$ cat src/rtl/calendar_pkg.sv
// Shared types and month-length helper for the watch calendar.
// Feb 29 in years with year[1:0]==0 only when CALENDAR_LEAP_EN is defined.
package calendar_pkg;

    typedef enum logic {
        ST_RUN,
        ST_EDIT
    } state_t;

    localparam logic [1:0] FLD_YEAR  = 2'd0;
    localparam logic [1:0] FLD_MONTH = 2'd1;
    localparam logic [1:0] FLD_DAY   = 2'd2;

`ifdef CALENDAR_LEAP_EN
    localparam bit LEAP_EN = 1'b1;
`else
    localparam bit LEAP_EN = 1'b0;
`endif

    function automatic logic [6:0] days_in_month(
        input logic [1:0] year,
        input logic [6:0] month
    );
        logic [6:0] d;
        case (month)
            7'd4, 7'd6, 7'd9, 7'd11: d = 7'd30;
            // leap term folds to constant 28 when the feature is off
            7'd2:    d = (LEAP_EN && year == 2'd0) ? 7'd29 : 7'd28;
            default: d = 7'd31;
        endcase
        return d;
    endfunction

endpackage

$ cat src/rtl/btn_repeat.sv
// Rising-edge detect plus hold-to-repeat pulse generator.
// step fires at hold cycle DLY, then every PER cycles while held.
module btn_repeat #(
    parameter int DLY = 12_500_000,
    parameter int PER = 2_500_000
) (
    input  logic clk,
    input  logic rst,
    input  logic btn,
    output logic rise,
    output logic step
);

    localparam int MX = (DLY > PER) ? DLY : PER;
    localparam int CW = $clog2(MX + 1);

    logic          prev;
    logic          first;
    logic [CW-1:0] cnt;

    assign rise = btn & ~prev;
    assign step = btn & (first ? (cnt == CW'(DLY))
                               : (cnt == CW'(PER)));

    always_ff @(posedge clk) begin
        if (rst) begin
            prev  <= 1'b0;
            first <= 1'b1;
            cnt   <= '0;
        end else begin
            prev <= btn;
            if (!btn) begin
                first <= 1'b1;
                cnt   <= '0;
            end else if (step) begin
                first <= 1'b0;
                cnt   <= CW'(1);
            end else begin
                cnt <= cnt + 1'b1;
            end
        end
    end

endmodule

$ cat src/rtl/calendar_keeper.sv
// Date keeper with button-driven edit mode, blink and auto-repeat.
// Leap-year February enabled by defining CALENDAR_LEAP_EN.
module calendar_keeper #(
    parameter int YEAR_W     = 7,
    parameter int YEAR_MAX   = 99,
    parameter int BLINK_DIV  = 25_000_000,
    parameter int REPEAT_DLY = 12_500_000,
    parameter int REPEAT_PER = 2_500_000
) (
    input  logic              clk,
    input  logic              rst,
    input  logic              day_tick,
    input  logic              up,
    input  logic              down,
    input  logic              left,
    input  logic              right,
    input  logic              enter,
    input  logic              esc,
    output logic              norm,
    output logic [1:0]        sel,
    output logic              blink,
    output logic [YEAR_W-1:0] year,
    output logic [6:0]        month,
    output logic [6:0]        day
);

    import calendar_pkg::*;

    localparam logic [YEAR_W-1:0] YMAX = YEAR_W'(YEAR_MAX);
    localparam int BW = $clog2(BLINK_DIV + 1);
    localparam logic [BW-1:0] BTOP = BW'(BLINK_DIV - 1);

    state_t state_q, state_n;

    logic [YEAR_W-1:0] live_y, edit_y, ly_n, ey_n, tk_y;
    logic [6:0]        live_m, edit_m, lm_n, em_n, tk_m;
    logic [6:0]        live_d, edit_d, ld_n, ed_n, tk_d;
    logic [6:0]        ldim, edim, ndim;
    logic [1:0]        sel_n;
    logic [BW-1:0]     bcnt, bcnt_n;
    logic              blink_n;

    logic prev_esc, prev_ent, prev_lft, prev_rgt;
    logic e_esc, e_ent, e_lft, e_rgt;
    logic up_rise, up_rpt, dn_rise, dn_rpt;
    logic hi, any_e;
    logic w_esc, w_ent, w_lft, w_rgt;
    logic inc, dec;

    btn_repeat #(.DLY(REPEAT_DLY), .PER(REPEAT_PER)) u_up (
        .clk  (clk),
        .rst  (rst),
        .btn  (up),
        .rise (up_rise),
        .step (up_rpt)
    );

    btn_repeat #(.DLY(REPEAT_DLY), .PER(REPEAT_PER)) u_dn (
        .clk  (clk),
        .rst  (rst),
        .btn  (down),
        .rise (dn_rise),
        .step (dn_rpt)
    );

    assign e_esc = esc & ~prev_esc;
    assign e_ent = enter & ~prev_ent;
    assign e_lft = left & ~prev_lft;
    assign e_rgt = right & ~prev_rgt;

    // only the highest-priority edge acts; repeats yield to any edge
    assign hi    = e_esc | e_ent;
    assign any_e = hi | up_rise | dn_rise | e_lft | e_rgt;
    assign w_esc = e_esc;
    assign w_ent = e_ent & ~e_esc;
    assign w_lft = e_lft & ~hi & ~up_rise & ~dn_rise;
    assign w_rgt = e_rgt & ~hi & ~up_rise & ~dn_rise & ~e_lft;
    assign inc   = (up_rise & ~hi) | (up_rpt & ~any_e);
    assign dec   = (dn_rise & ~hi & ~up_rise)
                 | (dn_rpt & ~any_e & ~up_rpt);

    always_comb begin
        ldim = days_in_month(live_y[1:0], live_m);
        tk_y = live_y;
        tk_m = live_m;
        tk_d = live_d + 7'd1;
        if (live_d >= ldim) begin
            tk_d = 7'd1;
            if (live_m == 7'd12) begin
                tk_m = 7'd1;
                tk_y = (live_y == YMAX) ? '0 : live_y + 1'b1;
            end else begin
                tk_m = live_m + 7'd1;
            end
        end
    end

    always_comb begin
        state_n = state_q;
        sel_n   = sel;
        bcnt_n  = bcnt;
        blink_n = blink;
        ly_n    = day_tick ? tk_y : live_y;
        lm_n    = day_tick ? tk_m : live_m;
        ld_n    = day_tick ? tk_d : live_d;
        ey_n    = edit_y;
        em_n    = edit_m;
        ed_n    = edit_d;
        edim    = days_in_month(edit_y[1:0], edit_m);
        ndim    = edim;

        unique case (state_q)
            ST_RUN: begin
                if (w_ent) begin
                    state_n = ST_EDIT;
                    ey_n    = ly_n;
                    em_n    = lm_n;
                    ed_n    = ld_n;
                    sel_n   = FLD_YEAR;
                    bcnt_n  = '0;
                    blink_n = 1'b0;
                end
            end
            ST_EDIT: begin
                if (bcnt == BTOP) begin
                    bcnt_n  = '0;
                    blink_n = ~blink;
                end else begin
                    bcnt_n = bcnt + 1'b1;
                end
                unique case (1'b1)
                    w_esc: begin
                        state_n = ST_RUN;
                        bcnt_n  = '0;
                        blink_n = 1'b0;
                    end
                    w_ent: begin
                        state_n = ST_RUN;
                        ly_n    = edit_y;
                        lm_n    = edit_m;
                        ld_n    = edit_d;
                        bcnt_n  = '0;
                        blink_n = 1'b0;
                    end
                    (inc | dec): begin
                        unique case (sel)
                            FLD_YEAR: begin
                                if (inc)
                                    ey_n = (edit_y == YMAX) ? '0
                                         : edit_y + 1'b1;
                                else
                                    ey_n = (edit_y == '0) ? YMAX
                                         : edit_y - 1'b1;
                            end
                            FLD_MONTH: begin
                                if (inc)
                                    em_n = (edit_m == 7'd12) ? 7'd1
                                         : edit_m + 7'd1;
                                else
                                    em_n = (edit_m <= 7'd1) ? 7'd12
                                         : edit_m - 7'd1;
                            end
                            default: begin
                                if (inc)
                                    ed_n = (edit_d >= edim) ? 7'd1
                                         : edit_d + 7'd1;
                                else
                                    ed_n = (edit_d <= 7'd1) ? edim
                                         : edit_d - 7'd1;
                            end
                        endcase
                        // keep day legal after a year or month change
                        ndim = days_in_month(ey_n[1:0], em_n);
                        if (ed_n > ndim)
                            ed_n = ndim;
                    end
                    w_lft: begin
                        sel_n = (sel == FLD_YEAR) ? FLD_DAY
                              : sel - 2'd1;
                    end
                    w_rgt: begin
                        sel_n = (sel == FLD_DAY) ? FLD_YEAR
                              : sel + 2'd1;
                    end
                    default: ;
                endcase
            end
            default: state_n = ST_RUN;
        endcase
    end

    always_ff @(posedge clk) begin
        if (rst) begin
            state_q  <= ST_RUN;
            live_y   <= '0;
            live_m   <= 7'd1;
            live_d   <= 7'd1;
            edit_y   <= '0;
            edit_m   <= 7'd1;
            edit_d   <= 7'd1;
            bcnt     <= '0;
            prev_esc <= 1'b0;
            prev_ent <= 1'b0;
            prev_lft <= 1'b0;
            prev_rgt <= 1'b0;
            norm     <= 1'b1;
            sel      <= FLD_YEAR;
            blink    <= 1'b0;
            year     <= '0;
            month    <= 7'd1;
            day      <= 7'd1;
        end else begin
            state_q  <= state_n;
            live_y   <= ly_n;
            live_m   <= lm_n;
            live_d   <= ld_n;
            edit_y   <= ey_n;
            edit_m   <= em_n;
            edit_d   <= ed_n;
            bcnt     <= bcnt_n;
            prev_esc <= esc;
            prev_ent <= enter;
            prev_lft <= left;
            prev_rgt <= right;
            norm     <= (state_n == ST_RUN);
            sel      <= sel_n;
            blink    <= blink_n;
            year     <= (state_n == ST_RUN) ? ly_n : ey_n;
            month    <= (state_n == ST_RUN) ? lm_n : em_n;
            day      <= (state_n == ST_RUN) ? ld_n : ed_n;
        end
    end

endmodule

$ cat config.mk
export PLATFORM = sky130hd
export DESIGN_NAME = calendar_keeper
export DESIGN_NICKNAME = d
export VERILOG_FILES = /design/src/rtl/calendar_pkg.sv /design/src/rtl/btn_repeat.sv /design/src/rtl/calendar_keeper.sv
export SDC_FILE = /design/constraint.sdc
export NUM_CORES = 1
export LEC_CHECK = 0
export CAP_MARGIN = 0
export CORE_MARGIN = 2
export CORE_UTILIZATION = 35
export DETAILED_ROUTE_END_ITERATION = 7
export GPL_ROUTABILITY_DRIVEN = 0
export PLACE_DENSITY = 0.5
export SYNTH_ARGS = -nofsm -noshare
export SYNTH_HDL_FRONTEND = slang
export SYNTH_SLANG_ARGS = --single-unit
$ cat constraint.sdc
create_clock -name clk -period 8.14 [get_ports clk]
set_input_delay 1.628 -clock clk [delete_from_list [all_inputs] [get_ports clk]]
set_output_delay 1.628 -clock clk [all_outputs]
set_load 0.05 [all_outputs]
==> out/results.ini, run 1 <==
[setup_path]
path_cells = clkdlybuf4s50_1 -> nand2b_1 -> nand4_2 -> or3_4 -> o22ai_2 -> a211oi_1 -> a211oi_1 -> nand3_1 -> a211oi_1 -> inv_1 -> ha_1 -> nand2_1 -> o21ai_0 -> o41a_1 -> a221oi_1 -> o21ai_1
path_class = primary input to flip-flop
critPathRequiredTime_ns = 8.44
critPathLaunchType = primary input
crit_path_end_kind = flip-flop
path_buf_inv = 2
r2r_slack_ns = 3.39
cpPeakStageDelay_ns = 0.75
crit_family = compound AO/OA/AOI/OAI gates
slowest_stage = o22ai_2
reg2reg_to = day[0]$_SDFF_PP1_
rr_startpoint = u_up.cnt[0]$_SDFF_PP0_
ff2ff_path_depth = 17
crit_top_cell = a211oi_1
arrival_ns = 6.21
crit_fanout = 25

[synth]
synth_area_leader_cell = dfxtp_1
ys_types = 79
synthArstFlopShare = 0
synth.top_cell.area_share = 0.360
ys_ff_latch = 149
synth_ff_type = dfxtp_1
syn_nets = 1079
syn-cell-area_um2 = 8290
postSynthAreaPerCell_um2 = 7.99
synth-edff-count = 0
ys_seq_area_frac = 0.360
synthCells = 1038
synth.area.top_cells = dfxtp_1, nor2_1, xor2_1
yosys_warnings = 0

[timing]
rsz0062_at_grt = no
finalHoldViolCount = 0
slew_headroom = 0.351
final.setup_skew_ns = 0.0140
fin_ws_ns = 2.23
final.period_utilization = 0.726
setup-violations-final = 0
worst_slew_pin_slew_ns = 0.974
slew_viol_final = 0
min_period_ns = 5.91
fmaxAchievable_ghz = 0.169
fin_tns_setup_ns = 0

[clock_tree]
cts.sinks = 149
holdBufCountCts = 0
clk_latency_ns = 0.43
clk_pin_slew_ns = 0.07
clk_path_buf_depth = 2
ctsRootBufferMaster = clkbuf_16
post_cts_buffers = 0
cts.repair.resized = 0
cts_buffers = 17
tritoncts = built
cts_max_level = 4

[grt]
grt_max_degree = 49
overflow = 0
grt_pass1_vias = 6636
antenna_found_initial = 0
grtUsageTotal = 0.182
grt_first_pass_wirelength_um = 35700

[layout]
nNetsFinal = 1087
nFillCells = 2399
drive_gt1_frac = 0.0595
top_regs = bcnt: 25 flops, u_dn.cnt: 24 flops, u_up.cnt: 24 flops
antennaDiodeCount = 0
final_cell_mix = nor2_1, dfxtp_1, nand2_1
syn_to_final_growth_pct = 14.2
top_register = bcnt
layout_commonest_cell = nor2_1
fin_util = 0.406
largest_reg_flops = 25

[power]
vdd.ir_drop.worst_mv = 0.117
p_sw_mw = 0.517
total_power_mw = 1.81
p_seq_frac = 0.425
intPower_mw = 1.29
switching_share = 0.285
power_frac_clock = 0.454
p_per_area_nw_per_um2 = 191
comb_power_share = 0.121
leakage_nw = 3.39

[detailed_routing]
wire_per_inst_um = 15.9
drc = 0
dr_total_vias = 7227
viasPerCell = 5.24
drt_wl_total_um = 21900
drt-pass1-iter-count = 5
drt_iter0_drc = 560
postRouteAntennaNets = 0

[min_path]
hold_depth = 2
min_path_type = flip-flop to flip-flop
min_to = bcnt[1]$_SDFFE_PP0P_
hp-start = bcnt[1]$_SDFFE_PP0P_

[floorplan]
fp.dieH_um = 158
ios = 34
die_x_um = 158
fp.dieArea_um2 = 24900
start_util = 0.355
fp-row-count = 56
core_um2 = 23300

[outcome]
status = finished clean

[placement]
place_ws_ns = 1.80
dp_hpwl_um = 15500
port_buffers = 33

[job]
cap_violations = 0

[power by group through the flow]
stage                     Combinational [mW]  Sequential (mW)  Clock, mW
after CTS                              0.218            0.770      0.847
after global routing                   0.239            0.773      0.877
after global placement                 0.219            0.787          0
after floorplan                        0.128            0.807          0
after detailed placement               0.217            0.786          0
final                                  0.218            0.770      0.823
[cells by family after synthesis]
family	after synthesis	share of synthesized area
AOI/OAI and AO/OA	215	0.172
xor gates and xnor gates	74	0.0782
adders and majority gates	32	0.0483
buffers and inverters	79	0.0374
DFF	149	0.360
muxes	17	0.0219
and+or+nand+nor	472	0.282
[metrics by stage]
| step | instances | area, µm² | hold slack (ns) |
|---|---|---|---|
| 2_1_floorplan | 1038 | 8290 | 0.449 |
| 6_report | 1378 | 9470 | 0.480 |
| 3_3_place_gp | 1346 | 8860 | 0.458 |
| 3_5_place_dp | 1346 | 8860 | 0.471 |
| 4_1_cts | 1378 | 9470 | 0.480 |
| 5_1_grt | 1378 | 9470 | 0.508 |
[per-layer routing]
layer  track usage  vias up  wire length [µm]
li1              -     3711                 -
met1         0.265     3338             11300
met2         0.274      155              9430
met3        0.0293       23               941
met4        0.0532        0               308
met5             0        -                 0
[how the worst max path moves through the flow]
stage / startpoint / end / slack (ns) / cells after the start
floorplan: up / day[0]$_SDFF_PP1_ / 3.32 / 17
global placement: up / day[0]$_SDFF_PP1_ / 1.86 / 16
detailed placement: up / day[0]$_SDFF_PP1_ / 1.80 / 16
CTS: up / day[0]$_SDFF_PP1_ / 2.23 / 16
global route: up / edit_d[1]$_SDFF_PP0_ / 1.76 / 16
finish: up / day[0]$_SDFF_PP1_ / 2.23 / 16
[cell usage after synthesis, types with 25 or more instances]
library cell,n
ha_1,32
nand3_1,53
xor2_1,51
nand2_1,92
nor3_1,28
a21oi_1,68
a211oi_1,25
o21ai_0,36
and3_1,29
nor2_1,163
dfxtp_1,149
inv_1,28
clkbuf_1,45
[final cells by class]
type                    instances  area (µm²)  share of cell area
clock inverters                13         163              0.0172
clock buffers                  19         443              0.0468
inverters                      28         105              0.0111
repair buffers                 40         378              0.0399
multi-input cells             810        5000               0.528
flip-flops and latches        149        2980               0.315
well taps                     319         399              0.0422
[worst min-delay path: cells and delay by family, from the launching register on]
family           cells  cell delay (ns)
AO/OA/AOI/OAI        1             0.05
flip-flops           1             0.33
AND/OR/NAND/NOR      1             0.06
Note: power is estimated with default switching activity, not from simulation.
==> run 2, diff against run 1 <==
==> constraint.sdc (replaced) <==
create_clock -name clk -period 5.8 [get_ports clk]
set_input_delay 1.16 -clock clk [delete_from_list [all_inputs] [get_ports clk]]
set_output_delay 1.16 -clock clk [all_outputs]
set_load 0.05 [all_outputs]
==> run 2 against run 1 <==
Compared with the run above:
- final cell count unchanged
- global-route usage decreased by 0.18 points
- core utilization about the same
- first-iteration DRC count increased by 3.4%
- clock-buffer cell count unchanged
- sequential cell count unchanged
- clock power increased by 35%
- clock skew decreased by 0.00085 ns
- total power increased by 38%
- sequential power increased by 40%
- largest power group unchanged
==> out/results.ini, run 2 (same netlist as run 1, synthesis figures left out) <==
[layout]
top_register = bcnt
largest_reg_flops = 25  ; unchanged
drive_gt1_frac = 0.0604  ; +0.000944
layout_commonest_cell = nor2_1
multi_input_area_um2 = 5000  ; unchanged
nFillCells = 2392  ; -0.29%
nNetsFinal = 1087  ; unchanged
antennaDiodeCount = 0  ; unchanged
final_cell_mix = nor2_1, dfxtp_1, nand2_1
syn_to_final_growth_pct = 14.1
top_regs = bcnt: 25 flops, u_dn.cnt: 24 flops, u_up.cnt: 24 flops
register_area_um2 = 2980  ; unchanged

[clock_tree]
clk_latency_ns = 0.43  ; about the same
tritoncts = built
clk_pin_slew_ns = 0.07  ; about the same
cts.sinks = 149  ; unchanged
ctsRootBufferMaster = clkbuf_16
cts_buffers = 17  ; unchanged
holdBufCountCts = 0  ; unchanged
post_cts_buffers = 0  ; unchanged
cts.repair.resized = 0  ; unchanged
cts_max_level = 4  ; unchanged
clk_path_buf_depth = 2  ; unchanged

[timing]
final.setup_skew_ns = 0.0131  ; -0.000850 ns
fin_hold_ws_ns = 0.475  ; -0.00515 ns
finalHoldViolCount = 0  ; unchanged
slew_headroom = 0.340  ; -0.0102
setup-violations-final = 0  ; unchanged
fmaxAchievable_ghz = 0.196
rsz0062_at_grt = no
final.period_utilization = 0.879
worst_slew_pin_slew_ns = 0.987  ; +0.0129 ns
min_period_ns = 5.10
slew_viol_final = 0  ; unchanged
fin_tns_setup_ns = 0  ; unchanged

[setup_path]
rr_startpoint = u_up.cnt[0]$_SDFF_PP0_
crit_family = compound AO/OA/AOI/OAI gates
path_class = primary input to flip-flop
cp.depth = 16  ; unchanged
critPathRequiredTime_ns = 6.09  ; -2.35 ns
path_buf_inv = 2  ; unchanged
ff2ff_path_depth = 17  ; unchanged
r2r_slack_ns = 1.40  ; -1.99 ns
critical_path.endpoint = edit_d[1]$_SDFF_PP0_
path_cells = clkdlybuf4s50_1 -> nand2b_1 -> nand4_2 -> or3_4 -> o22ai_2 -> a211oi_1 -> a211oi_1 -> nand3_1 -> a211oi_1 -> inv_1 -> ha_1 -> nand2_1 -> o21ai_0 -> o41a_1 -> a31oi_1 -> a31oi_1
cpPeakStageDelay_ns = 0.51  ; -0.24 ns
arrival_ns = 5.38  ; -0.83 ns
crit_top_cell = a211oi_1
crit_path_end_kind = flip-flop
crit_fanout = 12  ; -52%
reg2reg_to = edit_d[1]$_SDFF_PP0_
slowest_stage = a211oi_1
startpoint = up
critPathLaunchType = primary input

[power]
p_per_area_nw_per_um2 = 264  ; +38%
leakage_nw = 3.40  ; +0.27%
power_frac_clock = 0.445  ; -0.009
p_sw_mw = 0.715  ; +38%
p_seq_frac = 0.433  ; +0.008
switching_share = 0.286  ; +0.000687
vdd.ir_drop.worst_mv = 0.131  ; +11%
intPower_mw = 1.79  ; +38%
comb_power_share = 0.122  ; about the same

[floorplan]
fp.dieH_um = 158  ; unchanged
core_um2 = 23300  ; unchanged
ios = 34  ; unchanged
fp-row-count = 56  ; unchanged
die_x_um = 158  ; unchanged
start_util = 0.355  ; unchanged
fp.dieArea_um2 = 24900  ; unchanged

[detailed_routing]
wire_per_inst_um = 15.7  ; -1.4%
drt-pass1-iter-count = 5  ; unchanged
drc = 0  ; unchanged
viasPerCell = 5.22  ; -0.43%
drt_wl_total_um = 21600  ; -1.4%
postRouteAntennaNets = 0  ; unchanged
dr_total_vias = 7196  ; -0.43%
drt_iter0_drc = 579  ; +3.4%

[grt]
overflow = 0  ; unchanged
grtUsageTotal = 0.180  ; -0.00182
antenna_found_initial = 0  ; unchanged
grt_first_pass_wirelength_um = 35500  ; -0.75%
grt_pass1_vias = 6647  ; +0.17%
grt_max_degree = 37  ; -24%

[placement]
dp_hpwl_um = 15700  ; +1.0%
port_buffers = 33  ; unchanged

[job]
cap_violations = 0  ; unchanged

[min_path]
min_path_type = flip-flop to flip-flop

[outcome]
status = finished clean

==> run 2: final cells by class <==
class,instances,share of cell area
Clock buffer,19,0.0479
Clock inverter,13,0.0151
Inverter,28,0.0111
Multi-Input combinational cell,810,0.528
Sequential cell,149,0.315
Tap cell,319,0.0422
Timing Repair Buffer,40,0.0400
==> run 2: layer usage <==
layer  vias to the layer above  track usage  wire (µm)  part of all wire
met3                        18       0.0326        859             0.040
met1                      3295        0.262      11200              0.52
li1                       3707            -          -                 -
met4                         0       0.0563        359             0.017
met5                         -            0          0                 0
met2                       176        0.267       9170              0.42
==> run 2: worst min path at each step <==
stage	cells after the start	start	slack [ns]	end
finish	2	bcnt[1]$_SDFFE_PP0P_	0.47	bcnt[1]$_SDFFE_PP0P_
global route	2	bcnt[1]$_SDFFE_PP0P_	0.51	bcnt[1]$_SDFFE_PP0P_
CTS	2	bcnt[1]$_SDFFE_PP0P_	0.48	bcnt[1]$_SDFFE_PP0P_
detailed placement	2	bcnt[1]$_SDFFE_PP0P_	0.47	bcnt[1]$_SDFFE_PP0P_
global placement	2	bcnt[1]$_SDFFE_PP0P_	0.46	bcnt[1]$_SDFFE_PP0P_
floorplan	2	bcnt[1]$_SDFFE_PP0P_	0.45	bcnt[1]$_SDFFE_PP0P_
==> run 2: power groups by stage <==
stage / clock (mW) / sequential (mW) / combinational, mW
floorplan: 0 / 1.13 / 0.180
global placement: 0 / 1.10 / 0.307
detailed placement: 0 / 1.10 / 0.304
CTS: 1.15 / 1.08 / 0.307
global route: 1.19 / 1.09 / 0.337
finish: 1.11 / 1.08 / 0.306
==> run 2: metrics by stage <==
stage / setup WS [ns] / std cells / area [µm²] / power (mW) / utilization
4_1_cts: 0.724 / 1378 / 9460 / 2.53 / 0.405
2_1_floorplan: 1.44 / 1038 / 8290 / 1.31 / -
3_5_place_dp: 0.302 / 1346 / 8860 / 1.41 / 0.380
6_report: 0.701 / 1378 / 9460 / 2.50 / 0.405
3_3_place_gp: 0.352 / 1346 / 8860 / 1.41 / 0.380
5_1_grt: 0.323 / 1378 / 9460 / 2.61 / 0.405
==> run 2: worst reg2reg max path, stage by stage, from the launching register on <==
cell and delay [ns]:
dfxtp_1 0.35, inv_1 0.07, ha_1 0.19, nand4b_2 0.14
nor4_4 0.31, o2111ai_4 0.24, o22ai_2 0.46, a211oi_1 0.15
a211oi_1 0.51, nand3_1 0.14, a211oi_1 0.41, inv_1 0.10
ha_1 0.30, nand2_1 0.05, o21ai_0 0.11, o41a_1 0.37
a31oi_1 0.24, a31oi_1 0.12
